--- src/rtl/acc_num_ctrl.sv ---
// -----------------------------------------------------------------------------
// acc_num_ctrl
//
// Accumulation sequencer for the correlator's vector accumulator (user clock
// domain). A rising edge on `arm` arms the block. The next `sync_in` pulse
// starts counting valid samples into vectors of VEC_LEN samples. Those vectors
// are grouped into accumulations of max(acc_len,1) vectors. The sample stream
// is re-emitted one cycle later, tagged with first/last markers that drive the
// accumulator's clear and dump.
//
// Ports
//   user_clk   in   clock, all logic on the rising edge
//   user_rst   in   synchronous active-high reset
//   arm        in   software level; a 0->1 transition is an arm request
//   sync_in    in   one-cycle sync pulse from the data source
//   valid_in   in   a sample is present this cycle
//   acc_len    in   vectors per accumulation (0 behaves as 1)
//   valid_out  out  registered copy of valid_in
//   first_out  out  tagged sample opens an accumulation (accumulator clear)
//   last_out   out  tagged sample closes an accumulation (accumulator dump)
//   acc_num    out  completed-accumulation count (software register feed)
//   state_out  out  registered FSM state: 0 IDLE, 1 ARMED, 2 RUN
//
// Stream qualification: there is no back-pressure. Every cycle with
// valid_in=1 is one sample. first_out/last_out are meaningful only in a
// cycle where valid_out=1, and are never high otherwise.
// -----------------------------------------------------------------------------
module acc_num_ctrl #(
  parameter int VEC_LEN = 1024,
  parameter int CNT_W   = 32
) (
  input  logic             user_clk,
  input  logic             user_rst,
  input  logic             arm,
  input  logic             sync_in,
  input  logic             valid_in,
  input  logic [CNT_W-1:0] acc_len,
  output logic             valid_out,
  output logic             first_out,
  output logic             last_out,
  output logic [CNT_W-1:0] acc_num,
  output logic [1:0]       state_out
);

  localparam int CH_W = (VEC_LEN > 1) ? $clog2(VEC_LEN) : 1;
  localparam logic [CH_W-1:0] CHAN_MAX = CH_W'(VEC_LEN - 1);

  typedef enum logic [1:0] {
    ST_IDLE  = 2'd0,
    ST_ARMED = 2'd1,
    ST_RUN   = 2'd2
  } state_t;

  state_t           r_state;
  logic [CH_W-1:0]  r_chan;
  logic [CNT_W-1:0] r_vec;
  logic [CNT_W-1:0] r_len;
  logic             r_arm_d;
  logic             r_hist_ok;
  logic             r_valid_out;
  logic             r_first_out;
  logic             r_last_out;
  logic [CNT_W-1:0] r_acc_num;

  state_t           w_state_nxt;
  logic [CH_W-1:0]  w_chan_nxt;
  logic [CNT_W-1:0] w_vec_nxt;
  logic [CNT_W-1:0] w_len_nxt;
  logic [CNT_W-1:0] w_len_load;
  logic             w_arm_edge;
  logic             w_chan_end;
  logic             w_vec_end;
  logic             w_first;
  logic             w_last;
  logic             w_acc_clr;

  // The cycle right after reset has no trustworthy history, so an arm level
  // that is already high then is not taken as an edge.
  assign w_arm_edge = arm & ~r_arm_d & r_hist_ok;
  assign w_len_load = (acc_len == '0) ? CNT_W'(1) : acc_len;
  assign w_chan_end = (r_chan == CHAN_MAX);
  assign w_vec_end  = (r_vec == (r_len - CNT_W'(1)));

  always_comb begin
    w_state_nxt = r_state;
    w_chan_nxt  = r_chan;
    w_vec_nxt   = r_vec;
    w_len_nxt   = r_len;
    w_first     = 1'b0;
    w_last      = 1'b0;
    w_acc_clr   = 1'b0;
    case (r_state)
      ST_IDLE: begin
        if (w_arm_edge) begin
          w_state_nxt = ST_ARMED;
        end
      end
      ST_ARMED: begin
        // A re-arm outranks a coincident sync; the sync cycle's own sample
        // is not counted.
        if (w_arm_edge) begin
          w_acc_clr = 1'b1;
        end else if (sync_in) begin
          w_state_nxt = ST_RUN;
          w_chan_nxt  = '0;
          w_vec_nxt   = '0;
          w_len_nxt   = w_len_load;
        end
      end
      ST_RUN: begin
        // An arm edge abandons the accumulation: the sample in this cycle
        // gets no marker, so a pending dump is dropped.
        if (w_arm_edge) begin
          w_state_nxt = ST_ARMED;
          w_acc_clr   = 1'b1;
        end else if (valid_in) begin
          w_first = (r_chan == '0) && (r_vec == '0);
          w_last  = w_chan_end && w_vec_end;
          if (w_last) begin
            // acc_len is only sampled at accumulation boundaries.
            w_chan_nxt = '0;
            w_vec_nxt  = '0;
            w_len_nxt  = w_len_load;
          end else if (w_chan_end) begin
            w_chan_nxt = '0;
            w_vec_nxt  = r_vec + 1'b1;
          end else begin
            w_chan_nxt = r_chan + 1'b1;
          end
        end
      end
      default: begin
        w_state_nxt = ST_IDLE;
      end
    endcase
  end

  always_ff @(posedge user_clk) begin
    if (user_rst) begin
      r_state     <= ST_IDLE;
      r_chan      <= '0;
      r_vec       <= '0;
      r_len       <= '0;
      r_arm_d     <= 1'b0;
      r_hist_ok   <= 1'b0;
      r_valid_out <= 1'b0;
      r_first_out <= 1'b0;
      r_last_out  <= 1'b0;
      r_acc_num   <= '0;
    end else begin
      r_state     <= w_state_nxt;
      r_chan      <= w_chan_nxt;
      r_vec       <= w_vec_nxt;
      r_len       <= w_len_nxt;
      r_arm_d     <= arm;
      r_hist_ok   <= 1'b1;
      r_valid_out <= valid_in;
      r_first_out <= w_first;
      r_last_out  <= w_last;
      // The count follows the registered dump marker, so software never sees
      // the new value before the dump cycle has started. A clear wins.
      if (w_acc_clr) begin
        r_acc_num <= '0;
      end else if (r_last_out) begin
        r_acc_num <= r_acc_num + 1'b1;
      end
    end
  end

  assign valid_out = r_valid_out;
  assign first_out = r_first_out;
  assign last_out  = r_last_out;
  assign acc_num   = r_acc_num;
  assign state_out = r_state;

endmodule

--- config.mk ---
export PLATFORM = sky130hd
export DESIGN_NAME = acc_num_ctrl
export DESIGN_NICKNAME = d
export VERILOG_FILES = /design/src/rtl/acc_num_ctrl.sv
export SDC_FILE = /design/constraint.sdc
export NUM_CORES = 1
export LEC_CHECK = 0
export ABC_AREA = 1
export CORE_MARGIN = 3
export CORE_UTILIZATION = 62
export DETAILED_ROUTE_END_ITERATION = 10
export GPL_TIMING_DRIVEN = 0
export HOLD_SLACK_MARGIN = 0.02
export PLACE_DENSITY = 0.86
export SLEW_MARGIN = 20
export SYNTH_ARGS = -nofsm -noshare
export SYNTH_HDL_FRONTEND = slang
export SYNTH_SLANG_ARGS = --single-unit
--- constraint.sdc ---
create_clock -name user_clk -period 7.1 [get_ports user_clk]
set_input_delay 0.71 -clock user_clk [delete_from_list [all_inputs] [get_ports user_clk]]
set_output_delay 0.71 -clock user_clk [all_outputs]
set_load 0.02 [all_outputs]
# Word-level counts from Yosys, hierarchy flattened
# Index checks and enable logic that the tools add are counted.
dict set report classes {
  addsub 4
  n_mul 0
  div 0
  order_cmp 0
  eq_ne 11
  n_shift 0
  muxes 28
  n_bitwise 5
  reduce_logical 15
}
# op n
set op_table {}
lappend op_table {{2-to-1 mux 32 bit} 12}
lappend op_table {{case mux 32 bit (2 select lines)} 2}
lappend op_table {{adder 32 x 1 -> 32 bit (second input constant)} 2}
lappend op_table {{logical NOT 32 bit} 2}
lappend op_table {{2-to-1 mux 10 bit} 6}
lappend op_table {{equality test 32 bit} 1}
lappend op_table {{subtractor 32 x 1 -> 32 bit (second input constant)} 1}
lappend op_table {{case mux 10 bit (2 select lines)} 1}
lappend op_table {{AND reduction 6 bit} 2}
lappend op_table {{adder 10 x 1 -> 10 bit (second input constant)} 1}
lappend op_table {{equality test 10 bit (second input constant)} 1}
lappend op_table {{logical NOT 10 bit} 1}
lappend op_table {{inequality test 2 bit (second input constant)} 5}
lappend op_table {{2-to-1 mux 2 bit} 3}
lappend op_table {{OR reduction 2 bit} 3}
lappend op_table {{AND reduction 5 bit} 1}
lappend op_table {{case mux 2 bit (2 select lines)} 1}
lappend op_table {{OR reduction 4 bit} 1}
lappend op_table {{2-to-1 mux 1 bit} 3}
lappend op_table {{inequality test 3 bit (second input constant)} 1}
lappend op_table {{NOT 1 bit} 3}
lappend op_table {{AND reduction 3 bit} 1}
lappend op_table {{AND 1 bit} 2}
lappend op_table {{equality test 2 x 1 -> 1 bit (second input constant)} 1}
lappend op_table {{other kinds (5)} 6}
dict set report word_totals {
  register_bits 113
  latchBits 0
  mem_bits_rw 0
  romBits 0
  memories 0
}

# Depth between registers and ports, before layout
dict set report depth {
  depth_word 7
  ltp_mapped 22
}

# Worst setup path after synthesis
# OpenSTA, ideal clock, no wires.
dict set report synth_timing {
  kind {reg2reg}
  start {register r_state[0], in the netlist state_out[0]}
  end {register r_vec[27]}
  t_arrival_ns 2.295
  required_time_ns 6.985
  setup_slack_ns 4.690
  path_stages_with_launch 13
  n_path_buf 1
  path_cell_list {dfxtp_1 -> inv_1 -> ha_1 -> buf_4 -> o21ai_0 -> nand2_1 -> a21oi_4 -> nand3_1 -> nor2_1 -> nand2_1 -> nor3_2 -> xnor2_1 -> nor2_1}
}
dict set report synth_between {
  elab_chain_cells 3
  word_cells_on_any_way 10
  classes_between {7 x eq/ne; 1 x mux; 2 x reduce/logical}
}
# item line
set synth_lines {}
lappend synth_lines {{from (decl)} 54} ;# state_t r_state;
lappend synth_lines {{from (signal assigned)} 151} ;# r_state <= w_state_nxt;
lappend synth_lines {{equality test 2 bit / equality test 2 x 1 -> 1 bit (equally long branches)} 92} ;# case (r_state)
lappend synth_lines {{inequality test 3 bit (no source line), or another cell as far along} -}
lappend synth_lines {{AND reduction 6 bit (no source line)} -}
lappend synth_lines {{to (signal assigned)} 153} ;# r_vec <= w_vec_nxt;
lappend synth_lines {{to (decl)} 56} ;# logic [CNT_W-1:0] r_vec;
# Parallel ways exist; a longest one is shown, timed or not.
# A chain may end at the register's enable or synchronous reset.

# Worst setup path after layout
dict set report layout_timing {
  start {input arm}
  end {register r_vec[28]}
}
dict set report layout_between {
  elab_chain_cells 4
  word_cells_on_any_way 5
  classes_between {2 x eq/ne; 2 x bitwise; 1 x reduce/logical}
}
# item line
set layout_lines {}
lappend layout_lines {{from (decl)} 34} ;# input logic arm,
lappend layout_lines {{AND 1 bit * (2 in series)} 79} ;# assign w_arm_edge = arm & ~r_arm_d & r_hist_ok;
lappend layout_lines {{inequality test 2 bit (no source line)} -}
lappend layout_lines {{AND reduction 6 bit (no source line) *} -}
# Mark *: on every way between the ends. The rest lies on a longest branch, timed or not.

==> impl_metrics.py <==
metrics = {
    "critical_path": {
        "path_class": "input pin to register",
        "cp_max_fo": 10,
        "required_ns": 7.41,
        "crit_arrival_ns": 3.19,
        "end_kind": "register",
        "critPathLaunchType": "input pin",
    },
    "synthesis": {
        "async_flop_share_pct": 0,
        "synthCells": 1122,
        "ys_top_cells_by_area": "dfxtp_1 32%, nand2_1 15%, nor2_1 11%",
        "yosysTopAreaCellShare_pct": 31.64,
        "ys_seq_area_share_pct": 31.64,
        "yosys_warnings": 0,
        "synth_area_sq_um": 7149,
        "ys_ff_latch": 113,
        "synth.distinct_cells": 49,
        "synth_area_per_cell_sq_um": 6.372,
        "synth_nets": 1168,
        "synth_edf_count": 0,
        "ys_dominant_reg_cell": "dfxtp_1",
        "yosysTopAreaCell": "dfxtp_1",
    },
    "timing": {
        "drv_slew": 0,
        "setup-tns-final_ns": 0,
        "period_share_pct": 40.56,
        "rsz0062_at_grt": "no",
        "tightest_slew_ns": 0.6590,
        "hold_slack_ns": 0.4681,
        "final.setup_skew_ns": 0.006226,
        "setup_viol": 0,
        "hold_violations": 0,
        "max_slew_margin_pct": 56.06,
        "period_needed_ns": 2.880,
        "fmax_mhz": 347.2,
    },
    "route": {
        "drc": 0,
        "drt_iter0_drc": 715,
        "wl_mm": 19.41,
        "postRouteAntennaNets": 0,
        "first_pass_iters": 5,
        "avgViaCountPerCell": 5.465,
        "via_count": 7465,
        "wl_per_cell_um": 14.21,
    },
    "cts": {
        "ctsRootBufferMaster": "clkbuf_16",
        "cts_tree": "built",
        "insertion_delay_ns": 0.42,
        "clk_pin_slew_worst_paths_ns": 0.05,
        "cts-buffers-inserted": 17,
        "cts_sinks": 113,
        "cts.path.max_buffers": 2,
        "cts_resized": 0,
        "ctsHtreeMaxLevel": 4,
        "postCtsSetupBuffers": 0,
        "cts_hold_buf": 0,
    },
    "global_route": {
        "grt_overflow": 0,
        "grt_pass1_wl_mm": 32.40,
        "grt_start_max_net_pins": 17,
        "grt_pass1_vias": 6942,
        "antenna_found_initial": 0,
        "grt.total_usage_pct": 31.38,
    },
    "job": {
        "cap_violations": 0,
    },
    "floorplanning": {
        "core_sq_um": 11030,
        "core.rowCount": 38,
        "die_height_um": 113.4,
        "die_area_sq_um": 12860,
        "dieWidth_um": 113.4,
        "start_util_pct": 64.81,
        "design.portCount": 74,
    },
    "final_layout": {
        "nNetsFinal": 1260,
        "area_growth_pct": 20.18,
        "antenna_cells": 0,
        "drive_gt1_share_pct": 7.178,
        "nFillCells": 880,
    },
    "place": {
        "gp_congestion": 0.9882,
        "port-buffer-count": 73,
        "dpl.hpwl_mm": 14.99,
    },
    "power_and_ir_drop": {
        "max-vdd-ir-drop_mv": 0.4452,
        "power_density_nw_per_um2": 426.0,
        "switching_power_mw": 1.772,
        "power.total_mw": 3.660,
        "pwr-share-clk_pct": 21.3,
        "p_int_mw": 1.889,
        "swShare_pct": 48.40,
        "combPwrFrac_pct": 55.6,
        "p_seq_share_pct": 23.1,
        "power_leakage_nw": 3.728,
    },
    "status": {
        "status": "finished clean",
    },
    "min_path": {
        "hold_class": "register to register",
    },
}
state kept, by name, indices dropped and copies added, names as in the netlist, 2 cells and up:
register / count
r_chan: 10
r_len: 32
r_vec: 32
state_out: 2
acc_num: 32
worst max-delay path, cell delays in order:
cell,delay (ns)
clkdlybuf4s50_1,0.41
nand2_1,0.06
nor2_1,0.07
inv_1,0.08
o21ai_0,0.12
inv_1,0.09
nand2_1,0.23
a21oi_4,0.43
inv_2,0.20
nor3_2,0.26
nand2_1,0.12
nor3_1,0.21
xnor2_1,0.14
nor2_1,0.05
path summary, 6_finish.rpt:
path                            startpoint                       end  slack (ns)  cells after the start
setup / recovery                       arm    r_vec[28]$_SDFFE_PP0P_        4.22                     14
hold reg to reg   acc_num[31]$_SDFFE_PP0P_  acc_num[31]$_SDFFE_PP0P_        0.47                      2
hold / removal    acc_num[31]$_SDFFE_PP0P_  acc_num[31]$_SDFFE_PP0P_        0.47                      2
setup reg to reg     r_len[0]$_SDFFE_PP0P_    r_len[12]$_SDFFE_PP0P_        4.25                     19
routing by layer:
layer / global-route usage, % / wire, um / vias to the layer above
met5: 0 / 0 / -
met3: 7.003 / 1378 / 54
met4: 15.30 / 713 / 0
li1: - / - / 3767
met2: 49.76 / 8798 / 289
met1: 40.51 / 8524 / 3355
power by group through the flow:
stage          clock network, mW  logic [mW]  registers [mW]
2_1_floorplan                  0        1.57           0.823
3_3_place_gp                   0        1.95           0.855
3_5_place_dp                   0        1.97           0.854
4_1_cts                    0.786        2.00           0.843
5_1_grt                    0.819        2.31           0.857
6_report                   0.781        2.03           0.846
layout by cell type, fill, tap and decap left out, drive strengths merged, types with 9 or more instances in the layout:
master	netlist	routed
buf	14	14
clkdlybuf4s50	0	73
ha	9	9
xnor2	18	18
nor4	21	21
o21ai	28	28
nand3	50	50
clkbuf	10	29
xor2	40	40
clkinv	1	10
a21oi	37	37
nand3b	9	9
dfxtp	113	113
nand2	298	298
nor3	38	38
nor2	222	222
inv	147	147
nand4	25	25
cell usage after synthesis, types with 4 or more instances:
| cell | instances |
|---|---|
| inv_2 | 7 |
| or2_2 | 4 |
| a21oi_1 | 36 |
| nand4_1 | 25 |
| ha_1 | 9 |
| nor2_4 | 6 |
| nor2_2 | 9 |
| nand3_1 | 49 |
| nand2_2 | 9 |
| a211oi_1 | 4 |
| nor2_1 | 204 |
| o21bai_1 | 4 |
| xnor2_1 | 18 |
| o21ai_1 | 5 |
| nor4_1 | 21 |
| nor3_1 | 35 |
| clkbuf_1 | 10 |
| and2_1 | 4 |
| inv_1 | 140 |
| o21ai_0 | 23 |
| dfxtp_1 | 113 |
| buf_2 | 6 |
| nand2_1 | 286 |
| nand3b_1 | 9 |
| xor2_1 | 40 |
through the flow:
stage                     instances  area (sq um)  worst slack (ns)  util, %
after CTS                      1366          8592             4.273    77.89
after global placement         1335          8055             3.890    73.03
after detailed placement       1335          8055             3.821    73.03
after floorplan                1122          7149             4.690        -
after global routing           1366          8592             4.038    77.89
final                          1366          8592             4.220    77.89
cells by family after synthesis:
kind of cell / after synthesis / synth area share, %
AND/OR/NAND/NOR: 678 / 42.39
buffers and inverters: 172 / 9.608
flip-flops: 113 / 31.64
AO/OA/AOI/OAI: 92 / 7.683
XOR/XNOR: 58 / 7.105
adder cells (fa/ha/maj): 9 / 1.575
cell type report:
type	count	area [sq um]	share of cell area (%)
Multi-Input combinational cell	837	4200	48.89
Sequential cell	113	2262	26.33
Timing Repair Buffer	73	730.7	8.504
Inverter	148	555.5	6.466
Clock buffer	19	442.9	5.155
Tap cell	140	175.2	2.039
Buffer	24	131.4	1.529
Clock inverter	12	93.84	1.092
(Power assumes the default switching activity.)
